$ cat src/rtl/instr_fetch_unit.sv
// Instruction fetch sequencer: reads ROM words one at a time, decodes the fields
// and hands each instruction to the execution controller via valid/done.
`timescale 1ns/1ps

module instr_fetch_unit #(
  parameter logic [3:0] INSTR_MEM_EN = 4'h1,
  parameter int         MEM_DEPTH    = 12,
  parameter int         PC_W         = 12
) (
  input  logic            Clk,
  input  logic            nReset,
  input  logic            Start,
  output logic [15:0]     address,
  output logic            nRead,
  input  logic [31:0]     DataIn,
  output logic            InstrValid,
  output logic [7:0]      Opcode,
  output logic [7:0]      Dest,
  output logic [7:0]      Src1,
  output logic [7:0]      Src2,
  input  logic            ExecDone,
  output logic [PC_W-1:0] Pc,
  output logic            Halted,
  output logic            IllegalOp,
  output logic            Overrun
);

  typedef enum logic [1:0] {IDLE, FETCH, DISPATCH, HALT} state_t;

  localparam logic [PC_W:0] DEPTH = (PC_W+1)'(MEM_DEPTH);
  localparam logic [7:0]    STOP_OP = 8'hFF;

  state_t          state, state_next;
  logic [PC_W-1:0] pc_next;
  logic [15:0]     address_next;
  logic            nread_next;
  logic            valid_next;
  logic [31:0]     word_next;
  logic            halted_next;
  logic            illegal_next;
  logic            overrun_next;
  logic [PC_W:0]   pc_inc;

  // One extra bit so running past the last word is detectable without wrap.
  assign pc_inc = {1'b0, Pc} + (PC_W+1)'(1);

  function automatic logic is_legal(input logic [7:0] op);
    return (op <= 8'h07) || ((op >= 8'h10) && (op <= 8'h13));
  endfunction

  always_comb begin
    state_next   = state;
    pc_next      = Pc;
    address_next = address;
    nread_next   = nRead;
    valid_next   = InstrValid;
    word_next    = {Opcode, Dest, Src1, Src2};
    halted_next  = Halted;
    illegal_next = IllegalOp;
    overrun_next = Overrun;

    case (state)
      IDLE: begin
        nread_next = 1'b1;
        if (Start) begin
          pc_next      = '0;
          address_next = 16'({INSTR_MEM_EN, {PC_W{1'b0}}});
          nread_next   = 1'b0;
          state_next   = FETCH;
        end
      end

      FETCH: begin
        word_next  = DataIn;
        nread_next = 1'b1;
        if (DataIn[31:24] == STOP_OP) begin
          halted_next = 1'b1;
          state_next  = HALT;
        end else if (is_legal(DataIn[31:24])) begin
          valid_next = 1'b1;
          state_next = DISPATCH;
        end else begin
          halted_next  = 1'b1;
          illegal_next = 1'b1;
          state_next   = HALT;
        end
      end

      DISPATCH: begin
        if (ExecDone) begin
          valid_next = 1'b0;
          if (pc_inc == DEPTH) begin
            // Pc stays on the last word so it reports where fetch stopped.
            halted_next  = 1'b1;
            overrun_next = 1'b1;
            state_next   = HALT;
          end else begin
            pc_next      = pc_inc[PC_W-1:0];
            address_next = 16'({INSTR_MEM_EN, pc_inc[PC_W-1:0]});
            nread_next   = 1'b0;
            state_next   = FETCH;
          end
        end
      end

      HALT: begin
        nread_next = 1'b1;
        valid_next = 1'b0;
      end

      default: state_next = IDLE;
    endcase
  end

  always_ff @(posedge Clk) begin
    if (!nReset) begin
      state      <= IDLE;
      Pc         <= '0;
      address    <= 16'h0000;
      nRead      <= 1'b1;
      InstrValid <= 1'b0;
      Opcode     <= 8'h00;
      Dest       <= 8'h00;
      Src1       <= 8'h00;
      Src2       <= 8'h00;
      Halted     <= 1'b0;
      IllegalOp  <= 1'b0;
      Overrun    <= 1'b0;
    end else begin
      state      <= state_next;
      Pc         <= pc_next;
      address    <= address_next;
      nRead      <= nread_next;
      InstrValid <= valid_next;
      {Opcode, Dest, Src1, Src2} <= word_next;
      Halted     <= halted_next;
      IllegalOp  <= illegal_next;
      Overrun    <= overrun_next;
    end
  end

endmodule
$ cat config.mk
export PLATFORM = sky130hd
export DESIGN_NAME = instr_fetch_unit
export DESIGN_NICKNAME = d
export VERILOG_FILES = /design/src/rtl/instr_fetch_unit.sv
export SDC_FILE = /design/constraint.sdc
export NUM_CORES = 1
export LEC_CHECK = 0
export ABC_AREA = 1
export CORE_ASPECT_RATIO = 0.6
export CORE_UTILIZATION = 35
export CTS_CLUSTER_DIAMETER = 80
export DETAILED_ROUTE_END_ITERATION = 10
export PLACE_DENSITY = 0.74
export SLEW_MARGIN = 15
export SYNTH_ARGS = -nofsm -noshare
export SYNTH_HDL_FRONTEND = slang
export SYNTH_SLANG_ARGS = --single-unit
export TNS_END_PERCENT = 50
$ cat constraint.sdc
create_clock -name Clk -period 2.7 [get_ports Clk]
set_clock_uncertainty 0.15 [all_clocks]
set_input_delay 0.27 -clock Clk [delete_from_list [all_inputs] [get_ports Clk]]
set_output_delay 0.27 -clock Clk [all_outputs]
set_load 0.01 [all_outputs]
Yosys cells after proc, flatten, opt, wreduce, memory -nomap -nowiden --
Cells that the tools add are included.
Storage, ports and cells: bits in registers 67, input port bits 36, logic and storage cells 72
Operators by class: add/sub/neg operators 1, $lt $le $gt $ge 3, equality and inequality tests 12, mux-type cells 27, bitwise gates (word level) 2, reductions and logical operators 15
Operators with widths (count):
- 16-bit two-way mux | 3
- 12-bit two-way mux | 3
- 16-bit case mux with 2 select lines | 1
- 12-bit case mux with 2 select lines | 1
- 12-bit by 1-bit adder with 13-bit output, second input constant | 1
- 13-bit by 4-bit equality test with 1-bit output, second input constant | 1
- 1-bit two-way mux | 12
- 2-bit != test, second input constant | 6
- 4-bit AND reduction | 3
- 3-bit AND reduction | 3
- 8-bit equality test, second input constant | 1
- 8-bit by 5-bit greater-or-equal comparator with 1-bit output, second input constant | 1
- 8-bit by 3-bit <= comparator with 1-bit output, second input constant | 1
- 8-bit by 5-bit <= comparator with 1-bit output, second input constant | 1
- 2-bit two-way mux | 3
- 1-bit case mux with 3 select lines | 2
- 2-bit case mux with 3 select lines | 1
- 3-bit nonzero test | 2
- 2-bit equality test, second input constant | 2
- 2-bit nonzero test | 2
- 3-bit != test, second input constant | 1
- 2-bit by 1-bit equality test with 1-bit output, second input constant | 1
- 2-bit zero test | 1
- 1-bit NOT | 2
- other kinds (5) | 5

Depth between registers and ports, before layout --
depth after elaboration 6, depth in mapped cells 13, depth with buffers taken out 12

Least setup slack after synthesis --
Ideal clock, no wire load.
path kind register -> register, start point reg Pc[0], end point reg Pc[2], arrival 1.719 ns, required time 2.435 ns, slack 0.716 ns, cell stages (with the launch flop) 12, cells stage by stage dfxtp_1 ha_1 nand2_1 nor2_1 nand3_1 nand2_1 nand3_2 nor2_4 nand3_2 buf_4 a21oi_1 nor2_1
On the way: word-level cells in the longest chain between the ends 4, elaborated cells between the ends (all ways) 7
RTL lines:
- start: declaration | line 22 | output logic [PC_W-1:0] Pc,
- start signal: assignment | line 131 | Pc <= pc_next;
- 12-bit by 1-bit adder with 13-bit output * | line 45 | assign pc_inc = {1'b0, Pc} + (PC_W+1)'(1);
- 13-bit by 4-bit equality test with 1-bit output / 12-bit two-way mux (equally long branches) | line 92 | if (pc_inc == DEPTH) begin
- 2-bit != test (no line) / 12-bit two-way mux (equally long branches)
- 4-bit AND reduction (no line) / 12-bit case mux with 2 select lines (equally long branches)
Every way passes the cells marked *; elsewhere a longest branch is shown, timed or not. The select of a mux whose other input is x is not followed. A chain may end at the register's enable or synchronous reset.

Worst setup path in the final report --
start point reg Pc[1], end point reg Pc[3]
Same word-level chain as after synthesis.

==> impl_metrics.tcl <==
set metrics [dict create \
    synthFlopType "dfxtp_1" \
    globalRouteTotalUtil_pct 20.3 \
    clock_sinks 52 \
    grt_pass1_wl_mm 12.0 \
    p_int_mw 1.60 \
    switching_share_pct 30.8 \
    ys_ff_latch 52 \
    path_common_cell "nand2_1" \
    p_leak_nw 1.40 \
    die_height_um 67.3 \
    crit_arrival_ns 2.54 \
    crit_chain "ha_1 > nand2_1 > nor2_1 > nand3_1 > nand2_1 > nand3_2 > nor2_4 > nand3_2 > nand2_2 > nand2_1 > a21oi_2" \
    clockBufferDepth 2 \
    worstPathMaxFanout 12 \
    cts_resized 0 \
    seq_power_share_pct 41.0 \
    post-place-ws_ns 0.302 \
    crit_path_start "Pc[1]" \
    fp.coreArea_um2 6760 \
    r2r_start "Pc[1]" \
    max-vdd-ir-drop_v 0.000390 \
    holdBufCountCts 0 \
    cts-htree-levels 2 \
    design_area_um2 3590 \
    drt-initial-drc-count 137 \
    clkPwrFrac_pct 28.1 \
    clk_pin_slew_worst_paths_ns 0.07 \
    finish.utilization_pct 53.1 \
    reg2reg_slack_ns 0.23 \
    synth_mux_area_share_pct 0 \
    worst_skew_pair.late_latency_ns 0.29 \
    cap_violations 0 \
    cts_buffers 5 \
    netlist_area_um2 2480 \
    synth_warnings 0 \
    cts_tree "done" \
    synth.avg_cell_area_um2 7.18 \
    synth_cell_types 31 \
    max_freq_mhz 406 \
    synth_compound_area_share_pct 14.3 \
    wirelength_mm 7.13 \
    place.detailed.hpwl_mm 5.40 \
    synth_top_family_by_area "simple AND/OR/NAND/NOR gates" \
    placementRows 23 \
    status "finished clean" \
    r2r_cells 11 \
    max_stage_delay_ns 0.45 \
    io_buffer_count 97 \
    drv_slew 0 \
    synth_edf_count 0 \
    layout_commonest_cell "clkdlybuf4s50_1" \
    grt_pass1_vias 2406 \
    cp.required_ns 2.77 \
    p_switching_uw 713 \
    die_area_um2 7450 \
    drive_above_1_share_pct 6.76 \
    cp_slowest_cell "dfxtp_1" \
    setup_ws_ns 0.235 \
    synthArstFlopShare_pct 0 \
    critPathKind "flip-flop to flip-flop" \
    gp_congestion 0.919 \
    wl_per_cell_um 13.8 \
    die-width_um 111 \
    netlist_instances 346 \
    fin_crit_sh_pct 91.3 \
    drc 0 \
    finalHoldViolations 0 \
    cp-start-kind "flip-flop" \
    layout_common_cells "clkdlybuf4s50_1, nor2_1, dfxtp_1" \
    initial_utilization_pct 36.7 \
    synth_simple_gate_area_share_pct 28.5 \
    rsz0062_at_grt "no" \
    combinationalPowerShare_pct 30.9 \
    place_area_um2 3440 \
    whs_ns 0.308 \
    cp.depth 11 \
    drt-vias-per-instance 4.86 \
    syn_to_final_growth_pct 44.4 \
    overflow 0 \
    fillers 641 \
    path_buf_inv 0 \
    vias 2509 \
    dr.pass1.iters 4 \
    grt_max_degree 35 \
    synth_fa_ha_area_share_pct 2.52 \
    hold_class "flip-flop to flip-flop" \
    period_minus_slack_ns 2.47 \
    ios 101 \
    setup_tns_ns 0 \
    endpoint_kind "flip-flop" \
    p_per_area_nw_per_um2 646 \
    final_antenna_net_count 0 \
    synthXorXnorAreaFrac_pct 1.06 \
    setup_viol 0 \
    antenna_found_initial 0 \
    crit_family "simple AND/OR/NAND/NOR gates" \
    cts_setup_buffers 0 \
    r2r_end "Pc[3]" \
    antennaDiodeCount 0 \
    seq_area_frac_synth_pct 41.9 \
    nNetsFinal 469 \
    cts_root_buf "clkbuf_16" \
    crit_path_end "Pc[3]" \
]
==> flip-flops by register name, summed over array words and instances, names as in the netlist, 2 cells and up <==
signal	flops
Src2	8
Src1	8
state	2
Dest	8
Opcode	8
address	2
Pc	11
==> stage by stage <==
step                total power [mW]  instances
finish                          2.32        516
global route                    2.45        516
CTS                             2.34        516
detailed placement              1.68        508
global placement                1.67        508
floorplan                       1.31        348
==> worst register-to-register path, stage by stage (launching register included) <==
cell	delay, ns
dfxtp_1	0.45
ha_1	0.24
nand2_1	0.10
nor2_1	0.22
nand3_1	0.10
nand2_1	0.11
nand3_2	0.09
nor2_4	0.14
nand3_2	0.24
nand2_2	0.31
nand2_1	0.11
a21oi_2	0.13
==> layer usage <==
| layer | track usage [%] | up-vias | part of all wire, % |
|---|---|---|---|
| li1 | - | 1270 | - |
| met1 | 27.4 | 1164 | 50 |
| met5 | 0 | - | 0 |
| met2 | 31.7 | 65 | 43 |
| met4 | 7.33 | 0 | 1.5 |
| met3 | 5.03 | 10 | 5.0 |
==> power by group through the flow <==
| stage | sequential, mW | combinational (mW) | clock (mW) |
|---|---|---|---|
| after floorplan | 1.01 | 0.294 | 0 |
| after global placement | 0.958 | 0.707 | 0 |
| after detailed placement | 0.965 | 0.717 | 0 |
| after CTS | 0.950 | 0.720 | 0.670 |
| after global routing | 0.964 | 0.788 | 0.699 |
| final | 0.951 | 0.716 | 0.650 |
==> final cells by class <==
| class | instances | area, um2 | area share (%) |
|---|---|---|---|
| Sequential cell | 52 | 1040 | 29.0 |
| Multi-Input combinational cell | 238 | 1160 | 32.4 |
| Clock inverter | 1 | 7.51 | 0.209 |
| Tap cell | 87 | 109 | 3.03 |
| Inverter | 27 | 101 | 2.82 |
| Timing Repair Buffer | 104 | 1020 | 28.5 |
| Clock buffer | 7 | 143 | 3.97 |
==> cell usage after synthesis (2+ instances only) <==
| cell type | count | share of area (%) |
|---|---|---|
| inv_1 | 25 | 3.8 |
| nand3_2 | 2 | 0.81 |
| a21oi_2 | 5 | 1.8 |
| nor2_1 | 78 | 12 |
| nor2_4 | 2 | 0.91 |
| buf_4 | 16 | 4.8 |
| nand2_1 | 42 | 6.3 |
| nor2_2 | 2 | 0.50 |
| nand2_2 | 2 | 0.50 |
| a21oi_1 | 19 | 3.8 |
| o21ai_0 | 37 | 7.5 |
| buf_1 | 3 | 0.45 |
| nand4_1 | 13 | 3.3 |
| clkbuf_1 | 9 | 1.4 |
| buf_2 | 2 | 0.40 |
| dfxtp_1 | 52 | 42 |
| nand3_1 | 18 | 3.6 |
| ha_1 | 5 | 2.5 |
| xor2_1 | 2 | 0.71 |
==> kinds of logic after synthesis <==
family,count (synthesis)
AO/OA/AOI/OAI,65
flip-flops,52
buffers and inverters,58
XOR/XNOR,3
adder cells (fa/ha/maj),5
other,1
AND/OR/NAND/NOR,162
==> worst min path at each step <==
stage,from,endpoint,cells after the start,slack (ns)
floorplan,DataIn[7],Src2[7],2,0.25
global placement,IllegalOp,IllegalOp,2,0.29
detailed placement,address[12],address[12],2,0.30
CTS,address[12],address[12],2,0.31
global route,IllegalOp,IllegalOp,2,0.34
finish,Overrun,Overrun,2,0.31
Power figures use the tool's default switching activity.
==> variant 1, RTL diff (config.mk and constraints unchanged) <==
`PC_W`: 12 -> 16.
--- a/src/rtl/instr_fetch_unit.sv
+++ b/src/rtl/instr_fetch_unit.sv
@@ -6,5 +6,5 @@
   parameter logic [3:0] INSTR_MEM_EN = 4'h1,
   parameter int         MEM_DEPTH    = 12,
-  parameter int         PC_W         = 12
+  parameter int         PC_W         = 16
 ) (
   input  logic            Clk,
Interface: changed (resized Pc); port bits go from 101 to 105. The function was not compared with the original's and may differ.
==> variant 1 against the original RTL <==
Synthesized cell count increased by 18%. Wire length increased by 12%. Count of clock-buffer cells in the layout decreased by 1. Synthesized area increased by 17%. Design area is 15% higher. Sequential share of layout area is 2.4 points lower. Hold slack got worse by 0.0096 ns. Sequential cell count up 3. Worst setup slack lost 0.0069 ns. Total power rose by 6.9%. Critical path type unchanged. Highest routed layer unchanged.
==> variant 1: results (changes against the original RTL) <==
clock-pin transition on the worst setup and hold timing paths 0.07 ns (about the same); gp weighted congestion 0.924 (+0.51%); CTS buffer count 5 (unchanged); PortBufs 104 (+7.2%); max reg flops 16 (+5); TritonRoute pass-1 iters 4 (unchanged); status finished clean; compound-cell area share of the yosys netlist 13.3% (-1.0 points); Synth area leaders dfxtp_1 (38%), nor2_1 (11%), nand2_1 (8.0%), o21ai_0 (6.9%), nand4_1 (4.7%); Nets 540 (+15%); fraction of layout cells with a size suffix above 1 10.4% (+3.6 points); Seq/Total Area, Yosys 38.0% (-3.9 points); Via density 4.80 (-1.2%); count of cell types in the netlist 29 (-6.5%); Post-Place Worst Slack 0.121 ns (-0.181 ns); XOR/XNOR Fraction of Synth Area 1.51% (+0.45 points); fmax 405 MHz (-0.28%); worst vdd ir 0.358 mV (-8.3%); placed instance area 3950 um^2 (+15%); crit path DAT 2.55 ns (about the same); Post-DP HPWL 6060 um (+12%); global-route wire length before repair 13000 um (+8.5%); number of global-route vias before repair 2643 (+9.9%); r2r setup slk 0.23 ns; Slew headroom 36.3%; drt initial violations 174 (+27%); Post-synth top cells nor2_1 (86), nand2_1 (62), dfxtp_1 (55); Total Routing Usage GR 19.0% (-1.3 points); total wire length 8000 um (+12%); largest net degree at the start of global routing 32 (-8.6%); area share of fa/ha/maj cells after synthesis 2.16% (-0.36 points); Max FO, Critical Path 15 (+3); H-tree depth 2 (unchanged); leakage dissipation 0.00158 uW (+13%)
variant 1: per-layer routing:
layer	wire length, um	up-vias	track usage [%]
li1	-	1505	-
met1	4000	1302	27.6
met2	3200	108	27.6
met3	751	5	5.03
met4	53	0	4.72
met5	0	-	0
variant 1: path summary, 6_finish.rpt:
path                                        startpoint                endpoint
worst max register to register      Pc[1]$_SDFFE_PN0P_     Pc[12]$_SDFFE_PN0P_
worst max-delay path                Pc[1]$_SDFFE_PN0P_     Pc[12]$_SDFFE_PN0P_
worst min-delay path            IllegalOp$_SDFFE_PN0P_  IllegalOp$_SDFFE_PN0P_
worst min register to register  IllegalOp$_SDFFE_PN0P_  IllegalOp$_SDFFE_PN0P_
variant 1: metrics by stage:
stage / instances / hold WS (ns)
2_1_floorplan: 410 / 0.255
3_3_place_gp: 600 / 0.289
3_5_place_dp: 600 / 0.291
4_1_cts: 608 / 0.302
5_1_grt: 608 / 0.327
6_report: 608 / 0.299
variant 1: where the power goes:
group,switching (uW),total [uW],internal (uW)
sequential,63.9,992,928
combinational,376,726,350
clock,292,759,467
total,732,2480,1740
variant 1: layout make-up:
| cell class | count | area [um^2] |
|---|---|---|
| inverter | 29 | 109 |
| timing repair buffer | 115 | 1120 |
| clock inverter | 2 | 38.8 |
| sequential | 55 | 1100 |
| tap | 108 | 135 |
| multi-input combinational | 293 | 1500 |
| fill | 759 | 3800 |
| clock buffer | 6 | 139 |
variant 1: logic make-up after synthesis:
logic type / Yosys count
AO/OA/AOI/OAI: 68
flip-flops: 55
buffers and inverters: 62
adder cells (fa/ha/maj): 5
AND/OR/NAND/NOR: 215
XOR/XNOR: 5
variant 1: timing repair:
action	4_1_cts	5_1_grt
hold endpoints to repair	0	0
resized for setup	0	2
setup endpoints to repair	0	15
variant 1: critical path, cell delays in order, from the launching register on:
cell and delay [ns]:
dfxtp_1 0.42, ha_1 0.30, nand2_2 0.09, nor2_4 0.18
nand3_1 0.12, nand2_1 0.07, nand2_1 0.10, nor2_1 0.14
nand2_1 0.10, nor2_2 0.14, nand3_4 0.20, nand2_8 0.18
nand2_1 0.08, a21oi_2 0.13
==> variant 2, RTL diff (same flow settings) <==
Without the edit above. Encoding of `state_t`: now Gray code (2 bits for 4 states).
--- a/src/rtl/instr_fetch_unit.sv
+++ b/src/rtl/instr_fetch_unit.sv
@@ -26,5 +26,5 @@
 );
 
-  typedef enum logic [1:0] {IDLE, FETCH, DISPATCH, HALT} state_t;
+  typedef enum logic [1:0] {IDLE = 2'b00, FETCH = 2'b01, DISPATCH = 2'b11, HALT = 2'b10} state_t;
 
   localparam logic [PC_W:0] DEPTH = (PC_W+1)'(MEM_DEPTH);
Function: no difference found for any inputs over 10 cycles, from zero or initial values and one cycle with nReset low; not proved beyond that.
==> variant 2 against the original RTL <==
Wire length shrank 7.3%. Combinational power grew 83%. First-iteration DRC count grew 7.3%. Count of clock-buffer cells in the layout shrank 1. Synthesized area shrank 0.60%. Cell count is the same. Design area shrank 1.0%. Sequential cell count is the same. Worst setup slack gained 0.23 ns. Total power grew 32%. Die area shrank 0.59%. Sequential power grew 21%.
==> variant 2: results (changes against the original RTL) <==
status finished clean; number of global-route vias before repair 2215 (-7.9%); compound-cell area share of the yosys netlist 12.5% (-1.8 points); multi-input combinational area share 33.3% (+0.91 points); P&R area growth vs syn 43.8%; Post-DP HPWL 4910 um (-9.1%); clock-pin transition on the worst setup and hold timing paths 0.07 ns (about the same); Non-clock buffers 100 (-3.8%); Post-Place Worst Slack 0.499 ns (+0.197 ns); area share of fa/ha/maj cells after synthesis 2.53% (+0.015 points); CP delay by family, top simple AND/OR/NAND/NOR gates; mux share of post-synthesis cell area 0% (unchanged); largest net degree at the start of global routing 38 (+8.6%); Post-CTS Setup Bufs 0 (unchanged); #MultiIn Comb 246 (+3.4%); Async SR Flop Fraction 0% (unchanged); count of cell types in the netlist 28 (-9.7%); placed insts 509 (+0.20%); Synth area leaders dfxtp_1 (42%), nor2_1 (12%), nand2_1 (8.7%), o21ai_0 (7.7%), buf_4 (4.6%); leakage dissipation 0.00139 uW (-0.43%); final-layout clock-cell area share 3.77% (-0.41 points); Post-synth EDFFs 0 (unchanged); total wire length 6610 um (-7.3%); Slowest-stage cell, CP dfxtp_1; Reg area 1040 um^2 (unchanged); Slew @ Worst Pin 0.521 ns; CTS root buf clkbuf_16; inverter count 24 (-11%); Non-clock buffer share 28.0% (-0.54 points); Nets 470 (+0.21%); fraction of layout cells with a size suffix above 1 5.13% (-1.6 points); Syn Area/Cell 7.10 um^2 (-1.2%); Reg with most FFs Pc; Primary FF master, synth dfxtp_1; worst vdd ir 0.482 mV (+23%); TritonRoute pass-1 iters 4 (unchanged); DR vias 2427 (-3.3%); global-route wire length before repair 10700 um (-11%); XOR/XNOR Fraction of Synth Area 0% (-1.1 points); gp weighted congestion 0.916 (-0.36%); Seq/Total Area, Yosys 42.1% (+0.25 points); max reg flops 11 (unchanged); Pwr Density 860 nW/um^2 (+33%); number of fill cells 652 (+1.7%); minimum clock period 2.23 ns (-0.232 ns); post-layout util 52.7% (-0.33 points); antenna violations before repair 0 (unchanged); drt initial violations 147 (+7.3%); crit path DAT 2.24 ns (-0.30 ns); r2r worst-path depth 14 (+3); H-tree depth 2 (unchanged); Total Routing Usage GR 18.3% (-1.9 points); CTS resizes 0 (unchanged); Post-synth top cells nor2_1 (79), nand2_1 (57), dfxtp_1 (52); Layout clock buffers 6 (-1); Worst-Skew Late Latency 0.29 ns (about the same); placed instance area 3420 um^2 (-0.62%); Max FO, Critical Path 10 (-2); post-route insts no fill 516 (unchanged)
variant 2: report_power, final:
| part | internal (uW) | total (uW) | leakage, uW | switching [uW] |
|---|---|---|---|---|
| Clock | 337 | 594 | 0.0000667 | 257 |
| Combinational | 631 | 1310 | 0.000900 | 678 |
| Sequential | 1010 | 1150 | 0.000428 | 146 |
| Total | 1970 | 3060 | 0.00139 | 1080 |
variant 2: worst paths after layout:
check	from	to	slack [ns]
min reg2reg	Halted$_SDFFE_PN0P_	Halted$_SDFFE_PN0P_	0.30
max reg2reg	Pc[0]$_SDFFE_PN0P_	address[12]$_SDFFE_PN0P_	0.47
min	Halted$_SDFFE_PN0P_	Halted$_SDFFE_PN0P_	0.30
max	Pc[0]$_SDFFE_PN0P_	address[12]$_SDFFE_PN0P_	0.47
variant 2: per-layer routing:
layer / up-vias / GRT usage (%) / wire (um)
li1: 1267 / - / -
met1: 1065 / 25.8 / 3310
met2: 91 / 25.5 / 2610
met3: 4 / 6.64 / 650
met4: 0 / 5.83 / 48
met5: - / 0 / 0
